==> config.mk <==
export PLATFORM = sky130hd
export DESIGN_NAME = lane_distrib
export DESIGN_NICKNAME = d
export VERILOG_FILES = /design/src/rtl/lane_distrib.sv
export SDC_FILE = /design/constraint.sdc
export NUM_CORES = 1
export LEC_CHECK = 0
export CAP_MARGIN = 5
export CORE_MARGIN = 5
export CORE_UTILIZATION = 29
export CTS_BUF_LIST = sky130_fd_sc_hd__clkbuf_4
export DETAILED_ROUTE_END_ITERATION = 6
export PLACE_DENSITY = 0.61
export SETUP_SLACK_MARGIN = 0.4
export SYNTH_ARGS = -nofsm -noshare
export SYNTH_HDL_FRONTEND = slang
export SYNTH_SLANG_ARGS = --single-unit
==> constraint.sdc <==
create_clock -name sclk -period 1.9 [get_ports sclk]
set_clock_uncertainty 0.05 [all_clocks]
set_input_delay 0.38 -clock sclk [delete_from_list [all_inputs] [get_ports sclk]]
set_output_delay 0.38 -clock sclk [all_outputs]
set_load 0.1 [all_outputs]
==> src/rtl/lane_distrib.sv <==
// ---------------------------------------------------------------------------
// lane_distrib
//
// Transmit-side 2-lane distributor. It takes 16-bit words from the packet
// builder and splits them onto two HS byte streams: lane0 carries [7:0] and
// lane1 carries [15:8]. This matches the receive-side packing {lane1, lane0}.
//
// Each packet is framed as follows:
//   - hs_req, held through a prepare interval of PREP_CYCLES,
//   - one SYNC_BYTE on both lanes,
//   - the payload,
//   - per-lane trail bytes.
// Each trail byte is the complement of the last bit transmitted on that lane.
//
// Ports
//   sclk             byte clock (only clock)
//   s_rst            synchronous active-high reset
//   word_data[15:0]  payload word, [7:0] -> lane0, [15:8] -> lane1
//   word_vld         word_data valid
//   word_last        last word of packet (qualified by word_vld)
//   word_rdy         combinational; high while in DATA
//   lane0_byte_data  lane0 HS byte (registered)
//   lane1_byte_data  lane1 HS byte (registered)
//   lane0_byte_vld   lane0 byte valid (registered)
//   lane1_byte_vld   lane1 byte valid, identical to lane0_byte_vld
//   hs_req           HS mode request (registered)
//   pkt_done         one-cycle pulse, first idle lane cycle after the trail
//   underrun         one-cycle pulse when the source starves during DATA
//
// Every registered output shows the state and inputs of the previous cycle.
// As a result, hs_req rises one cycle after entering PREP and falls one cycle
// after returning to IDLE.
// ---------------------------------------------------------------------------
module lane_distrib #(
  parameter int          PREP_CYCLES  = 4,
  parameter int          TRAIL_CYCLES = 2,
  parameter logic [7:0]  SYNC_BYTE    = 8'hB8
) (
  input  logic        sclk,
  input  logic        s_rst,
  input  logic [15:0] word_data,
  input  logic        word_vld,
  input  logic        word_last,
  output logic        word_rdy,
  output logic [7:0]  lane0_byte_data,
  output logic [7:0]  lane1_byte_data,
  output logic        lane0_byte_vld,
  output logic        lane1_byte_vld,
  output logic        hs_req,
  output logic        pkt_done,
  output logic        underrun
);

  localparam logic [3:0] PREP_LOAD  = 4'(PREP_CYCLES - 1);
  localparam logic [3:0] TRAIL_LOAD = 4'(TRAIL_CYCLES - 1);

  typedef enum logic [2:0] {
    ST_IDLE  = 3'd0,
    ST_PREP  = 3'd1,
    ST_SYNC  = 3'd2,
    ST_DATA  = 3'd3,
    ST_TRAIL = 3'd4
  } state_t;

  state_t     r_state;
  state_t     w_state_next;
  logic [3:0] r_prep_cnt;
  logic [3:0] w_prep_cnt_next;
  logic [3:0] r_trail_cnt;
  logic [3:0] w_trail_cnt_next;
  logic       r_msb0;
  logic       r_msb1;
  logic       w_msb0_next;
  logic       w_msb1_next;
  logic [7:0] r_lane0;
  logic [7:0] r_lane1;
  logic [7:0] w_lane0_next;
  logic [7:0] w_lane1_next;
  logic       r_vld;
  logic       w_vld_next;
  logic       r_hs_req;
  logic       r_trail_done;
  logic       w_trail_done_next;
  logic       r_pkt_done;
  logic       r_underrun;
  logic       w_underrun_next;

  // The trail byte is the complement of the lane's last MSB, repeated.
  // Because bits go out LSB-first, the MSB is the last bit on the wire.
  logic [7:0] w_trail0;
  logic [7:0] w_trail1;
  assign w_trail0 = {8{~r_msb0}};
  assign w_trail1 = {8{~r_msb1}};

  // ------------------------------------------------------------------------
  // Next-state and next-output decode
  // ------------------------------------------------------------------------
  always_comb begin
    w_state_next      = r_state;
    w_prep_cnt_next   = r_prep_cnt;
    w_trail_cnt_next  = r_trail_cnt;
    w_msb0_next       = r_msb0;
    w_msb1_next       = r_msb1;
    w_lane0_next      = 8'h00;
    w_lane1_next      = 8'h00;
    w_vld_next        = 1'b0;
    w_trail_done_next = 1'b0;
    w_underrun_next   = 1'b0;

    unique case (r_state)
      ST_IDLE: begin
        // The word only starts the packet here; it is consumed in DATA.
        if (word_vld) begin
          w_state_next    = ST_PREP;
          w_prep_cnt_next = PREP_LOAD;
        end
      end

      ST_PREP: begin
        if (r_prep_cnt == 4'd0) begin
          w_state_next = ST_SYNC;
        end else begin
          w_prep_cnt_next = r_prep_cnt - 4'd1;
        end
      end

      ST_SYNC: begin
        w_lane0_next = SYNC_BYTE;
        w_lane1_next = SYNC_BYTE;
        w_vld_next   = 1'b1;
        // If the source starves before the first word, the trail
        // follows the sync byte.
        w_msb0_next  = SYNC_BYTE[7];
        w_msb1_next  = SYNC_BYTE[7];
        w_state_next = ST_DATA;
      end

      ST_DATA: begin
        w_vld_next = 1'b1;
        if (word_vld) begin
          w_lane0_next = word_data[7:0];
          w_lane1_next = word_data[15:8];
          w_msb0_next  = word_data[7];
          w_msb1_next  = word_data[15];
          if (word_last) begin
            w_state_next     = ST_TRAIL;
            w_trail_cnt_next = TRAIL_LOAD;
          end
        end else begin
          // HS transmission cannot stall, so a starved cycle already carries
          // a trail byte. The TRAIL state then emits its full count behind it.
          w_lane0_next     = w_trail0;
          w_lane1_next     = w_trail1;
          w_underrun_next  = 1'b1;
          w_state_next     = ST_TRAIL;
          w_trail_cnt_next = TRAIL_LOAD;
        end
      end

      ST_TRAIL: begin
        w_lane0_next = w_trail0;
        w_lane1_next = w_trail1;
        w_vld_next   = 1'b1;
        if (r_trail_cnt == 4'd0) begin
          w_state_next      = ST_IDLE;
          w_trail_done_next = 1'b1;
        end else begin
          w_trail_cnt_next = r_trail_cnt - 4'd1;
        end
      end

      default: begin
        w_state_next = ST_IDLE;
      end
    endcase
  end

  // ------------------------------------------------------------------------
  // State and output registers
  // ------------------------------------------------------------------------
  always_ff @(posedge sclk) begin
    if (s_rst) begin
      r_state      <= ST_IDLE;
      r_prep_cnt   <= 4'd0;
      r_trail_cnt  <= 4'd0;
      r_msb0       <= 1'b0;
      r_msb1       <= 1'b0;
      r_lane0      <= 8'h00;
      r_lane1      <= 8'h00;
      r_vld        <= 1'b0;
      r_hs_req     <= 1'b0;
      r_trail_done <= 1'b0;
      r_pkt_done   <= 1'b0;
      r_underrun   <= 1'b0;
    end else begin
      r_state      <= w_state_next;
      r_prep_cnt   <= w_prep_cnt_next;
      r_trail_cnt  <= w_trail_cnt_next;
      r_msb0       <= w_msb0_next;
      r_msb1       <= w_msb1_next;
      r_lane0      <= w_lane0_next;
      r_lane1      <= w_lane1_next;
      r_vld        <= w_vld_next;
      r_hs_req     <= (r_state != ST_IDLE);
      r_trail_done <= w_trail_done_next;
      // The extra stage lines pkt_done up with the first idle lane cycle.
      // In the cycle straight after TRAIL exit, the last trail byte is still
      // on the lanes.
      r_pkt_done   <= r_trail_done;
      r_underrun   <= w_underrun_next;
    end
  end

  assign word_rdy        = (r_state == ST_DATA);
  assign lane0_byte_data = r_lane0;
  assign lane1_byte_data = r_lane1;
  assign lane0_byte_vld  = r_vld;
  assign lane1_byte_vld  = r_vld;
  assign hs_req          = r_hs_req;
  assign pkt_done        = r_pkt_done;
  assign underrun        = r_underrun;

endmodule

After elaboration in Yosys (flattened, before gate mapping)
Cells that the tools add are included.
{"block": "totals", "ff_bits": 34, "in_bits": 20, "output_inout_bits": 22, "word_cells": 67}
{"block": "op_classes", "add_sub_neg": 2, "eq_ne": 11, "muxes": 24, "bitwise_logic": 4, "n_reduce_logical": 14}
{"op": "case mux 8 bit (3 select lines)", "n": 2}
{"op": "two-way mux 4 bit", "n": 5}
{"op": "two-way mux 8 bit", "n": 2}
{"op": "case mux 4 bit (2 select lines)", "n": 2}
{"op": "two-way mux 3 bit", "n": 5}
{"op": "case mux 3 bit (5 select lines)", "n": 1}
{"op": "inequality test 2 bit, second input constant", "n": 6}
{"op": "logical NOT 4 bit", "n": 2}
{"op": "subtractor 4 x 1 -> 4 bit, second input constant", "n": 2}
{"op": "== test 3 x 2 -> 1 bit, second input constant", "n": 2}
{"op": "AND reduction 3 bit", "n": 2}
{"op": "nonzero test 2 bit", "n": 3}
{"op": "two-way mux 1 bit", "n": 5}
{"op": "inverter 1 bit", "n": 4}
{"op": "case mux 1 bit (2 select lines)", "n": 2}
{"op": "AND reduction 4 bit", "n": 1}
{"op": "OR reduction 2 bit", "n": 2}
{"op": "== test 3 x 1 -> 1 bit, second input constant", "n": 1}
{"op": "== test 3 bit, second input constant", "n": 1}
{"op": "logical NOT 3 bit", "n": 1}
{"op": "inequality test 3 bit, second input constant", "n": 1}
{"op": "nonzero test 3 bit", "n": 1}
{"op": "OR reduction 3 bit", "n": 1}
{"op": "AND reduction 2 bit", "n": 1}

Depth between registers and ports, before layout
{"block": "depth", "ltp_word": 3, "mapped_depth": 5, "depth_no_buf": 5}

Worst setup path before layout
OpenSTA, ideal clock, no wires.
{"block": "synth_timing", "path_kind": "register to output", "from": "reg r_state[1]", "to": "out word_rdy", "arrival_time_ns": 1.483, "required_time_ns": 1.470, "setup_slack_ns": -0.013, "stages_incl_launch_ff": 5, "n_path_buf": 2, "path_cell_list": "dfxtp_1 > buf_6 > nand3b_1 > buf_2 > inv_1"}
{"block": "synth_between", "elab_chain_cells": 1}
{"item": "start: declaration", "line": "65", "rtl": "state_t r_state;"}
{"item": "start signal: assignment", "line": "196", "rtl": "r_state <= w_state_next;"}
{"item": "== test 3 x 2 -> 1 bit", "line": "214", "rtl": "assign word_rdy = (r_state == ST_DATA);"}
{"item": "end: declaration", "line": "44", "rtl": "output logic word_rdy,"}
Every way passes these cells.

Worst setup path in the final report
{"block": "layout_timing", "from": "reg r_state[2]", "to": "out word_rdy"}
Same word-level chain as after synthesis.

==> summary.md <==
For the final routed database, the setup TNS stands at 0 ns. Among all flip-flop cells after synthesis, the most frequent one is sky130_fd_sc_hd__dfxtp_1. Static timing analysis puts the maximum clock frequency at 614.9 MHz. At the worst endpoint, the required time is 1.47 ns. Row generation in the floorplan step produced 26 rows. The clock passes through at most 2 buffers.

Synthesis produced a netlist whose cell count is 162. Ranked by total cell area, the synthesized netlist is headed by sky130_fd_sc_hd__dfxtp_1 (45%), sky130_fd_sc_hd__a21oi_1 (7.3%), sky130_fd_sc_hd__nand2_1 (4.2%). Tracing the worst setup path back leads to its startpoint at r_state[2]. The CTS clock-pin slew for the worst setup and hold paths was 0.10 ns. Setup repair after global routing could not meet its margin everywhere.

For the pin with the worst max-slew slack, the measured transition is 0.3394 ns. In this run the static leakage power is 0.0008541 uW. Along the worst path, the maximum fanout reaches 2. The run finished with clean final reports. For flop-to-flop paths, the worst setup slack is 0.43 ns. The run gives 42 as the count of boundary I/O pins.

The total half-perimeter wirelength after legalization and detailed placement is 2525 um, and the data arrival time at the worst-slack endpoint is 1.20 ns. The initial antenna violation count came out at 0. Most common cell in the synthesized netlist: sky130_fd_sc_hd__dfxtp_1. In the routed layout, each cell is associated on average with a via count of 4.796.

In this run the most critical hold path is launched from r_trail_done. The setup path with the least slack is of type reg2out. Counting I/O delays and the setup requirement, the final critical path takes 1.626 ns.

In this run the cell area of the synthesized design comes to 1510 sq um. For this design, the CTS-stage hold fixing added 0 buffers. For this run the aggregate overflow at the end of global routing stands at 0.

The initial core utilization is 29.76%, and the antenna diode count is 0. The portion of synthesized cell area occupied by the leading cell type is 45.07%. The tools report the kind of capture point of the worst setup path as a primary output. The worst register-to-register path begins at r_trail_cnt[0].

The H-tree was split into 2 levels. Clock latency on the worst-skew pair, taken at its later pin, is 0.34 ns. The tools report the end of the worst register-to-register path as r_trail_cnt[0]. Measured along the x axis, the die boundary spans 82.17 um. The number of nets handed over by synthesis was 184. Summed over all instances, the cell type with the most area after synthesis is sky130_fd_sc_hd__dfxtp_1. The run gives 11.47% as the total routing resource utilization after global routing.

Ranked by instance count, the synthesized netlist is headed by sky130_fd_sc_hd__dfxtp_1 (34), sky130_fd_sc_hd__a21oi_1 (22), sky130_fd_sc_hd__nand2_1 (17). The worst-case IR drop observed on VDD is 0.4356 mV. After layout, the worst path uses 85.60% of the clock period. The floorplan die height was 82.17 um; the average detailed-routed wire length per instance was 13.14 um. Via count of the first global-routing pass: 1319.

STA classifies the critical path startpoint as a flip-flop. For this run, the number of standard cells in the final layout without fillers is 285. The wire length after detailed routing was 3745 um; the fraction of the yosys area taken by sequential cells was 45.07%. Once placement completed, the tool counted placed cells totaling 270. The root buffer cell chosen for the clock tree is sky130_fd_sc_hd__clkbuf_4. In the final layout, the share of cells above drive strength 1 is 34.42%.

For the number of warning messages in the yosys log, the log shows 0. Global placer's final weighted congestion: 0.7593. TritonCTS built the clock tree. The area of the core region is 5075 sq um, and the number of buffers inserted during clock tree synthesis is 5. For this run, design rule violations remaining after detail routing come to 0. The detailed router finished its first iteration with 61 violations. Counting flops with a built-in enable in the synthesized netlist gives 0.

At the end of the flow, the number of nets in the layout was 236. Total count of max-transition violations in the final report: 0. Final-report hold violation count: 0. Setup slack on the critical path of the routed design comes to 0.2737 ns.

The number of iterations in the first detailed-routing pass was 4; the die area was 6751 sq um. Once detail routing completed, the nets flagged for antenna violations numbered 0. Setup violations remaining at the end of the flow were counted as 0. The count of cell types in the netlist was 48.

Worst reg-to-reg path cell count: 5. The final route contains 1367 vias. The power per cell area was 688.1 nW/um^2. The most critical setup path has its endpoint at word_rdy.

The tightest min-delay check is of the reg2reg type. Dividing the synthesized area by the synthesized cell count gives 9.322 sq um. After synthesis, the share of flip-flops with an asynchronous set or reset is 0%. Port buffering added 41 buffers. The tools report the count of maximum capacitance violations as 0. For this design, the sink count on the clock tree is 34. Total of flip-flops plus latches after synthesis: 34. Post-synthesis to final-layout area growth: 50.54%.

For the wire length of the first global-routing pass, the log shows 6003 um. At the placement stage, the worst setup path has a slack of 0.03627 ns. The run gives 77.33% as the remaining max-slew budget at the tightest pin. Entering global routing, the biggest net connects 19 pins.
[cells by family after synthesis]
| logic type | after synthesis | share of synthesized area (%) |
|---|---|---|
| flip-flops | 34 | 45.07 |
| AND/OR/NAND/NOR | 56 | 22.70 |
| AO/OA/AOI/OAI | 49 | 23.20 |
| adder cells (fa/ha/maj) | 2 | 1.657 |
| multiplexers | 1 | 0.7456 |
| buffers and inverters | 20 | 6.628 |
[placed cells by master (no fill, tap or decap), drive strengths merged, types with 3 or more instances in the layout]
cell type / instances
dfxtp: 34
a21oi: 24
nand2: 17
o21a: 8
inv: 9
nor4: 3
nor2: 5
clkbuf: 6
or2: 3
nor2b: 5
buf: 35
clkdlybuf4s50: 18
nor3: 5
or3b: 4
[per-layer routing]
metal | GRT usage (%) | vias up | wire, um
li1 | - | 692 | -
met1 | 13.56 | 635 | 1712
met2 | 19.14 | 33 | 1761
met3 | 3.471 | 7 | 208
met4 | 4.983 | 0 | 63
met5 | 0 | - | 0
[critical path: stages, from the launching register on]
cell and delay [ns]:
sky130_fd_sc_hd__dfxtp_4 0.36, sky130_fd_sc_hd__nand3b_1 0.21, sky130_fd_sc_hd__clkinvlp_4 0.12, sky130_fd_sc_hd__buf_12 0.17
[how the worst min path moves through the flow]
stage	slack [ns]	to	cells past startpoint
final	0.40	pkt_done	1
after global routing	0.42	underrun	2
after CTS	0.40	pkt_done	1
after detailed placement	0.38	pkt_done	1
after global placement	0.39	pkt_done	1
after floorplan	0.36	pkt_done	1
[report_power, final]
group	total, uW	internal (uW)	switching [uW]
combinational	401	180	221
clock	396	153	243
sequential	767	742	25.7
total	1560	1080	489
[through the flow]
stage	hold WS [ns]	total power [uW]	cell area [sq um]	util (%)
after detailed placement	0.3793	1135	2061	40.61
after global placement	0.3852	1134	2061	40.61
after global routing	0.4187	1661	2273	44.80
after floorplan	0.3638	1014	1515	-
final	0.4008	1564	2273	44.80
after CTS	0.4034	1541	2186	43.07
[layout make-up]
type                    count  area (sq um)
fillers                   517          2801
multi-input cells         109         820.8
flip-flops and latches     34         694.4
repair buffers             54         575.6
well taps                  70         87.58
clock buffers               6         45.04
inverters                  10         41.29
clock inverters             2         8.758
[state kept, by name, indices dropped and copies added (netlist names)]
register	cells
r_state	3
r_prep_cnt	4
lane0_byte_data	8
pkt_done	1
r_trail_cnt	4
r_trail_done	1
lane1_byte_data	8
hs_req	1
r_msb0	1
underrun	1
lane0_byte_vld	1
r_msb1	1
[what timing repair did]
action	4_1_cts	5_1_grt
pin swaps	0	0
cloned	0	1
buffers inserted	6	0
endpoints found under the setup margin	24	21
gates resized for setup	8	18
Power figures use the tool's default switching activity.
